--- config.mk ---
export PLATFORM = sky130hd
export DESIGN_NAME = cic_comb_m256_n1_flat
export DESIGN_NICKNAME = d
export VERILOG_FILES = /design/src/rtl/cic_comb_m256_n1_pkg.sv /design/src/rtl/cic_comb_m256_n1_if.sv /design/src/rtl/cic_comb_delay_ram.sv /design/src/rtl/cic_comb_m256_n1.sv /design/src/flat_wrapper.sv
export SDC_FILE = /design/constraint.sdc
export NUM_CORES = 2
export LEC_CHECK = 0
export ABC_AREA = 0
export CAP_MARGIN = 10
export CORE_UTILIZATION = 55
export CTS_BUF_LIST = sky130_fd_sc_hd__clkbuf_16
export DETAILED_ROUTE_END_ITERATION = 12
export GPL_ROUTABILITY_DRIVEN = 0
export PLACE_DENSITY = 0.7
export SLEW_MARGIN = 20
export SYNTH_ARGS = -nofsm -noshare
export SYNTH_HDL_FRONTEND = slang
export SYNTH_SLANG_ARGS = --single-unit
--- constraint.sdc ---
create_clock -name clk -period 5 [get_ports clk]
set_clock_uncertainty 0.15 [all_clocks]
set_input_delay 0.75 -clock clk [delete_from_list [all_inputs] [get_ports clk]]
set_output_delay 0.75 -clock clk [all_outputs]
set_load 0.03 [all_outputs]
--- src/rtl/cic_comb_m256_n1_pkg.sv ---
// Shared channelizer CIC constants: comb geometry and DSP48 integrator opcodes.
// Integrator, comb and downstream decimation stages all take their sizes from here.
package cic_comb_m256_n1_pkg;

  localparam int CIC_IW     = 5;
  localparam int CIC_M      = 256;
  localparam int CIC_LOG2_M = $clog2(CIC_M);
  localparam int CIC_SIG_W  = CIC_IW + CIC_LOG2_M;
  localparam int CIC_IN_W   = 48;

  // Upstream DSP48 opcode; the comb sees opcode 1 as its clear strobe
  typedef enum logic [0:0] {
    DSP_OP_ACCUM = 1'b0,
    DSP_OP_CLEAR = 1'b1
  } dsp_op_e;

endpackage

--- src/rtl/cic_comb_m256_n1_if.sv ---
// Sample stream between the DSP48 integrator and the CIC comb stage.
interface cic_comb_m256_n1_if #(
  parameter int IN_W  = 48,
  parameter int SIG_W = 13
);

  logic [IN_W-1:0]  p_in;
  logic             in_valid;
  logic             clear;
  logic [SIG_W-1:0] out_data;
  logic             out_valid;
  logic             primed;

  modport master (
    output p_in, in_valid, clear,
    input  out_data, out_valid, primed
  );

  modport slave (
    input  p_in, in_valid, clear,
    output out_data, out_valid, primed
  );

endinterface

--- src/rtl/cic_comb_delay_ram.sv ---
// Simple dual-port M x SIG_W delay line with registered read-first output.
module cic_comb_delay_ram #(
  parameter int DEPTH = 256,
  parameter int WIDTH = 13
) (
  input  logic                     clk,
  input  logic                     we,
  input  logic [$clog2(DEPTH)-1:0] waddr,
  input  logic [WIDTH-1:0]         wdata,
  input  logic [$clog2(DEPTH)-1:0] raddr,
  output logic [WIDTH-1:0]         rdata
);

  logic [WIDTH-1:0] mem [DEPTH];

  // No reset on purpose: contents are only trusted once the fill counter says so
  always_ff @(posedge clk) begin
    if (we) begin
      mem[waddr] <= wdata;
    end
    rdata <= mem[raddr];
  end

endmodule

--- src/rtl/cic_comb_m256_n1.sv ---
// CIC comb, N=1: y[n] = x[n] - x[n-M] on the low SIG_W bits of the integrator word.
// Two-cycle latency: RAM read, subtract, register.
module cic_comb_m256_n1
  import cic_comb_m256_n1_pkg::*;
#(
  parameter int IW    = CIC_IW,
  parameter int M     = CIC_M,
  parameter int IN_W  = CIC_IN_W,
  parameter int SIG_W = IW + $clog2(M)
) (
  input  logic                clk,
  input  logic                resetn,
  cic_comb_m256_n1_if.slave   bus
);

  localparam int AW = $clog2(M);
  localparam logic [AW:0] FILL_FULL = {1'b1, {AW{1'b0}}};

  logic [AW-1:0]    wr_ptr_reg, wr_ptr_next, wr_addr;
  logic [AW:0]      fill_reg, fill_next;
  logic             restart, accept, use_sub;
  logic [SIG_W-1:0] x, ram_rdata, diff;
  logic [SIG_W-1:0] x_d1_reg;
  logic             v1_reg, use_sub_d1_reg;
  logic [SIG_W-1:0] out_data_reg;
  logic             out_valid_reg;
  logic             unused_p_in_hi;

  // Modular CIC arithmetic lets the integrator's upper bits be dropped
  assign x              = bus.p_in[SIG_W-1:0];
  assign unused_p_in_hi = ^bus.p_in[IN_W-1:SIG_W];

  always_comb begin
    restart     = (dsp_op_e'(bus.clear) == DSP_OP_CLEAR);
    accept      = bus.in_valid;
    wr_addr     = restart ? '0 : wr_ptr_reg;
    use_sub     = !restart && (fill_reg == FILL_FULL);
    wr_ptr_next = wr_ptr_reg;
    fill_next   = fill_reg;
    if (restart) begin
      wr_ptr_next = '0;
      fill_next   = '0;
    end
    // A sample arriving with clear becomes the first post-clear sample
    if (accept) begin
      wr_ptr_next = wr_addr + 1'b1;
      if (fill_next != FILL_FULL) begin
        fill_next = fill_next + 1'b1;
      end
    end
  end

  cic_comb_delay_ram #(
    .DEPTH (M),
    .WIDTH (SIG_W)
  ) u_delay_ram (
    .clk   (clk),
    .we    (accept),
    .waddr (wr_addr),
    .wdata (x),
    .raddr (wr_addr),
    .rdata (ram_rdata)
  );

  assign diff = x_d1_reg - (use_sub_d1_reg ? ram_rdata : '0);

  always_ff @(posedge clk) begin
    if (!resetn) begin
      wr_ptr_reg     <= '0;
      fill_reg       <= '0;
      v1_reg         <= 1'b0;
      x_d1_reg       <= '0;
      use_sub_d1_reg <= 1'b0;
      out_valid_reg  <= 1'b0;
      out_data_reg   <= '0;
    end else begin
      wr_ptr_reg    <= wr_ptr_next;
      fill_reg      <= fill_next;
      v1_reg        <= accept;
      out_valid_reg <= v1_reg;
      if (accept) begin
        x_d1_reg       <= x;
        use_sub_d1_reg <= use_sub;
      end
      if (v1_reg) begin
        out_data_reg <= diff;
      end
    end
  end

  assign bus.out_data  = out_data_reg;
  assign bus.out_valid = out_valid_reg;
  assign bus.primed    = (fill_reg == FILL_FULL);

endmodule

--- src/flat_wrapper.sv ---
// flat-port wrapper written by rule: the top's interface ports become plain ports
module cic_comb_m256_n1_flat import cic_comb_m256_n1_pkg::*;
#(
  parameter int IW    = CIC_IW,
  parameter int M     = CIC_M,
  parameter int IN_W  = CIC_IN_W,
  parameter int SIG_W = IW + $clog2(M)
)
  (clk, resetn, bus_p_in, bus_in_valid, bus_clear, bus_out_data, bus_out_valid, bus_primed);
  cic_comb_m256_n1_if #(.IN_W(IN_W), .SIG_W(SIG_W)) bus_i ();
  input  logic clk;
  input  logic resetn;
  input wire logic [$bits(bus_i.p_in)-1:0] bus_p_in;
  input wire logic [$bits(bus_i.in_valid)-1:0] bus_in_valid;
  input wire logic [$bits(bus_i.clear)-1:0] bus_clear;
  output wire logic [$bits(bus_i.out_data)-1:0] bus_out_data;
  output wire logic [$bits(bus_i.out_valid)-1:0] bus_out_valid;
  output wire logic [$bits(bus_i.primed)-1:0] bus_primed;
  assign bus_i.p_in = bus_p_in;
  assign bus_i.in_valid = bus_in_valid;
  assign bus_i.clear = bus_clear;
  assign bus_out_data = bus_i.out_data;
  assign bus_out_valid = bus_i.out_valid;
  assign bus_primed = bus_i.primed;
  cic_comb_m256_n1 #(.IW(IW), .M(M), .IN_W(IN_W), .SIG_W(SIG_W)) u_core (.clk(clk), .resetn(resetn), .bus(bus_i));
endmodule
==> out/metrics.sh <==
STATUS='completed'
FLOORPLAN.INITIALDENSITY_PCT=55.3
SYN_AREA_PER_CELL_UM2=14.7
DIE_AREA_UM2=246000
POST_SYNTH_AND_OR_NAND_NOR_AREA_FRACTION_PCT=7.78
DRIVE_ABOVE_1_SHARE_PCT=18.5
POWER_REPORT.INTERNAL_TOTAL_mW=45.6
CRITPATHCAPTURETYPE='flop'
PORT_BUF_INSERTS=31
SYNTHFLOPTYPE='edfxtp_1'
SYNTH_SEQUENTIAL_AREA_RATIO_PCT=75.3
DETAIL_ROUTE.DRC_VIOLATIONS=0
AREA_GROWTH_SYN_TO_LAYOUT_PCT=13.2
LARGEST_REGISTER_FF_COUNT=3328
FINAL.SETUP.WORST_SLACK_NS=0.523
CRIT-REG2REG-CAPTURE='u_core.u_delay_ram.rdata[1]$_DFF_P_'
GRT_START_MAX_NET_PINS=133
NETSWITCHINGFRACTION_PCT=21.1
POST_SYNTH_MOST_FREQUENT_CELLS='edfxtp_1 (3328), nand2_1 (1715), o21ai_0 (702)'
XOR_XNOR_SHARE_OF_THE_SYNTHESIZED_AREA_PCT=0.124
HOLD_END='u_core.u_delay_ram.mem[40][0]$_DFFE_PP_'
STATIC-LEAKAGE-POWER_nW=49.3
MAXSLEWHEADROOM_PCT=13.9
POST_SYNTHESIS_INSTANCE_TOTAL=9107
P_SWITCHING_mW=12.2
YOSYS-TOP-CELLS-AREA='edfxtp_1 (74%), mux2_2 (5.7%), nand2_1 (4.8%)'
FIN_TOTAL_PWR_mW=57.8
SYNTH.TOP_CELL.AREA_SHARE_PCT=74.4
LARGEST_REGISTER='u_core.u_delay_ram.mem'
DPL_WORST_SLACK_NS=0.367
FINAL_NET_COUNT=9551
POST_SYNTH_INSTANCE_AREA_UM2=134000
SYNTH-COMPOUND-AREA-SHARE_PCT=8.30
GRT_ANTENNA_BEFORE_REPAIR=10
GRT_REMAINING_OVERFLOW=0
P_PER_AREA_nW_PER_UM2=380
CAP_VIOL_MAX_COUNT=0
SYNTH.LARGEST_AREA_CELL='edfxtp_1'
SETUP.WORST_PATH.CLASS='reg -> reg'
COMBPWRFRAC_PCT=4.1
SEQ_POWER_SHARE_PCT=54.1
SYNTH-EDFF-COUNT=3328
GRT_PASS1_WL_UM=531000
ROOT_BUFFER='clkbuf_16'
SYN_NETS=9178
TIMING.FMAX_GHz=0.223
CP_DATA_REQUIRED_TIME_NS=5.68
FP-ROW-COUNT=181
CLOCK_SINK_COUNT=3387
SYNTH.MOST_COMMON_CELL='edfxtp_1'
HPWLAFTERDP_UM=216000
CRITPATHARRIVALTIME_NS=5.15
SHARE_OF_THE_CORE_FILLED_WITH_CELLS_PCT=62.6
ROUTED-VIA-COUNT=82600
PLACE.DETAILED.INSTANCES=12300
MIN_PATH_TYPE='in -> reg'
FP.DIEW_UM=496
MAIN_COMBINATIONAL_CELL_FAMILY_BY_AREA_AFTER_SYNTHESIS='compound AO/OA/AOI/OAI gates'
SYNTH-ASYNC-RESET-RATIO_PCT=0
YOSYS-MUX-AREA-FRACTION_PCT=6.04
PEAKVDDDROP_mV=0.391
CLOCKPOWERSHARE_PCT=41.9
CTS_SETUP_BUFFERS=0
FINAL_MAX_SLEW_VIOL_COUNT=0
H-TREE-DEPTH=5
COREAREA_UM2=243000
FINAL_CELLS=12900
DRT_ITER0_MARKERS=11700
CRITICAL_PATH.MAX_FANOUT=60
YOSYS_REGISTER_BITS=3387
GRT_PASS1_VIAS=79100
SYNTH_CELL_TYPE_COUNT=61
HOLD_PATH_DEPTH=1
GRTUSAGETOTAL_PCT=29.6
MIN_PERIOD_NS=4.48
REG2REG_SLACK_NS=0.52
MIN-DELAY-START='bus_p_in[0]'
SETUP_TNS_FINAL_NS=0
PIN_COUNT=67
DR.PASS1.ITERS=8
AVGVIACOUNTPERCELL=6.39
FINAL.PERIOD_UTILIZATION_PCT=89.5
ADDER_CELL_FRACTION_OF_SYNTH_AREA_PCT=0.183
SLEW_WORST_PIN_NS=1.28
WORST_SKEW_PAIR.LATE_LATENCY_NS=0.99
CTS_INSERTED_BUFFERS=351
FINAL-HOLD-VIOLATION-COUNT=0
R2R_START='u_core.wr_ptr_reg[0]$_SDFF_PN0_'
CLOCK_TREE_FROM_TRITONCTS='built'
WL_UM=367000
FLOORPLAN.DIE.HEIGHT_UM=496
CTS.PATH.MAX_BUFFERS=4
DRT-WIRELENGTH-PER-CELL_UM=28.4
REG2REGPATHDEPTH=10
YOSYS_WARNINGS=0
ANTENNA_LEFT=0
PATH_CLK_SLEW_NS=0.06
GRT_SETUP_UNREPAIRED='no'
CRITICAL_PATH.STARTPOINT_TYPE='flop'
SETUP_VIOLATIONS=0
==> area by class of cell <==
cell class / count / area (um2)
Clock buffer: 356 / 8910
Sequential cell: 3387 / 101000
Fill cell: 17100 / 91000
Antenna cell: 5 / 12.5
Clock inverter: 251 / 1560
Tap cell: 3202 / 4010
Multi-Input combinational cell: 5067 / 30200
Inverter: 10 / 61.3
Timing Repair Buffer: 663 / 6120
==> through the flow <==
stage                     hold WS (ns)  instance area [um2]
after floorplan                  0.307               134000
after global placement           0.317               141000
after detailed placement         0.327               141000
after CTS                       0.0789               152000
after global routing            0.0917               152000
final                            0.104               152000
==> cell families (layout without fill, tap and decap cells) <==
group	after synthesis	count (layout)
other	0	5
XOR/XNOR	19	19
flip-flops	3387	3387
adder cells (fa/ha/maj)	19	19
AND/OR/NAND/NOR	2476	2476
multiplexers	719	719
buffers and inverters	653	1280
AO/OA/AOI/OAI	1834	1834
==> worst max-delay path, stage by stage (launching register included) <==
cell     delay, ns
dfxtp_4       0.61
buf_4         0.67
mux2_2        0.42
o21ai_0       0.16
a31oi_1       0.09
nor4_1        0.69
o22ai_1       0.32
o21ai_0       0.43
and2_0        0.46
buf_4         0.19
nand3_1       0.07
==> how the worst max path moves through the flow <==
stage	startpoint	endpoint
2_1_floorplan	bus_clear	u_core.u_delay_ram.mem[111][0]$_DFFE_PP_
3_3_place_gp	bus_clear	u_core.u_delay_ram.rdata[10]$_DFF_P_
3_5_place_dp	bus_clear	u_core.u_delay_ram.rdata[10]$_DFF_P_
4_1_cts	u_core.wr_ptr_reg[0]$_SDFF_PN0_	u_core.u_delay_ram.rdata[1]$_DFF_P_
5_1_grt	u_core.wr_ptr_reg[0]$_SDFF_PN0_	u_core.u_delay_ram.rdata[11]$_DFF_P_
6_report	u_core.wr_ptr_reg[0]$_SDFF_PN0_	u_core.u_delay_ram.rdata[1]$_DFF_P_
==> layout by cell type, fill, tap and decap left out, types with 17 or more instances in the layout <==
master / n
o21ai_0: 702
nand2_1: 1710
a311oi_1: 133
a21oi_1: 34
inv_1: 86
mux2_2: 680
a31oi_1: 683
edfxtp_1: 3328
mux2i_1: 34
ha_1: 18
clkinv_1: 81
nand3_1: 47
clkinv_2: 53
a211oi_1: 135
nor2b_1: 160
dfxtp_1: 58
nor4_1: 193
clkbuf_16: 356
nor2_1: 279
buf_12: 79
buf_4: 551
bufinv_16: 17
o22ai_1: 77
==> what timing repair did <==
action	CTS	global route
endpoints found under the hold margin	0	16
hold buffers	0	1
gates resized for setup	0	0
==> power by group through the flow <==
| stage | clock network [mW] | logic, mW | registers [mW] |
|---|---|---|---|
| after floorplan | 0 | 1.16 | 31.8 |
| after global placement | 0 | 2.26 | 31.8 |
| after global routing | 25.5 | 2.49 | 31.2 |
| final | 24.2 | 2.36 | 31.2 |
| after detailed placement | 0 | 2.32 | 31.8 |
| after CTS | 24.4 | 2.33 | 31.2 |
==> layer usage <==
layer | global-route usage [%] | share of wire [%] | up-vias | wire length (um)
met3 | 6.55 | 11 | 751 | 41900
met4 | 12.2 | 4.4 | 2 | 16300
li1 | - | - | 35500 | -
met2 | 45.3 | 46 | 4902 | 169000
met1 | 41.2 | 38 | 41500 | 141000
met5 | 0 | 0.0022 | - | 8
Note: power is estimated with default switching activity, not from simulation.
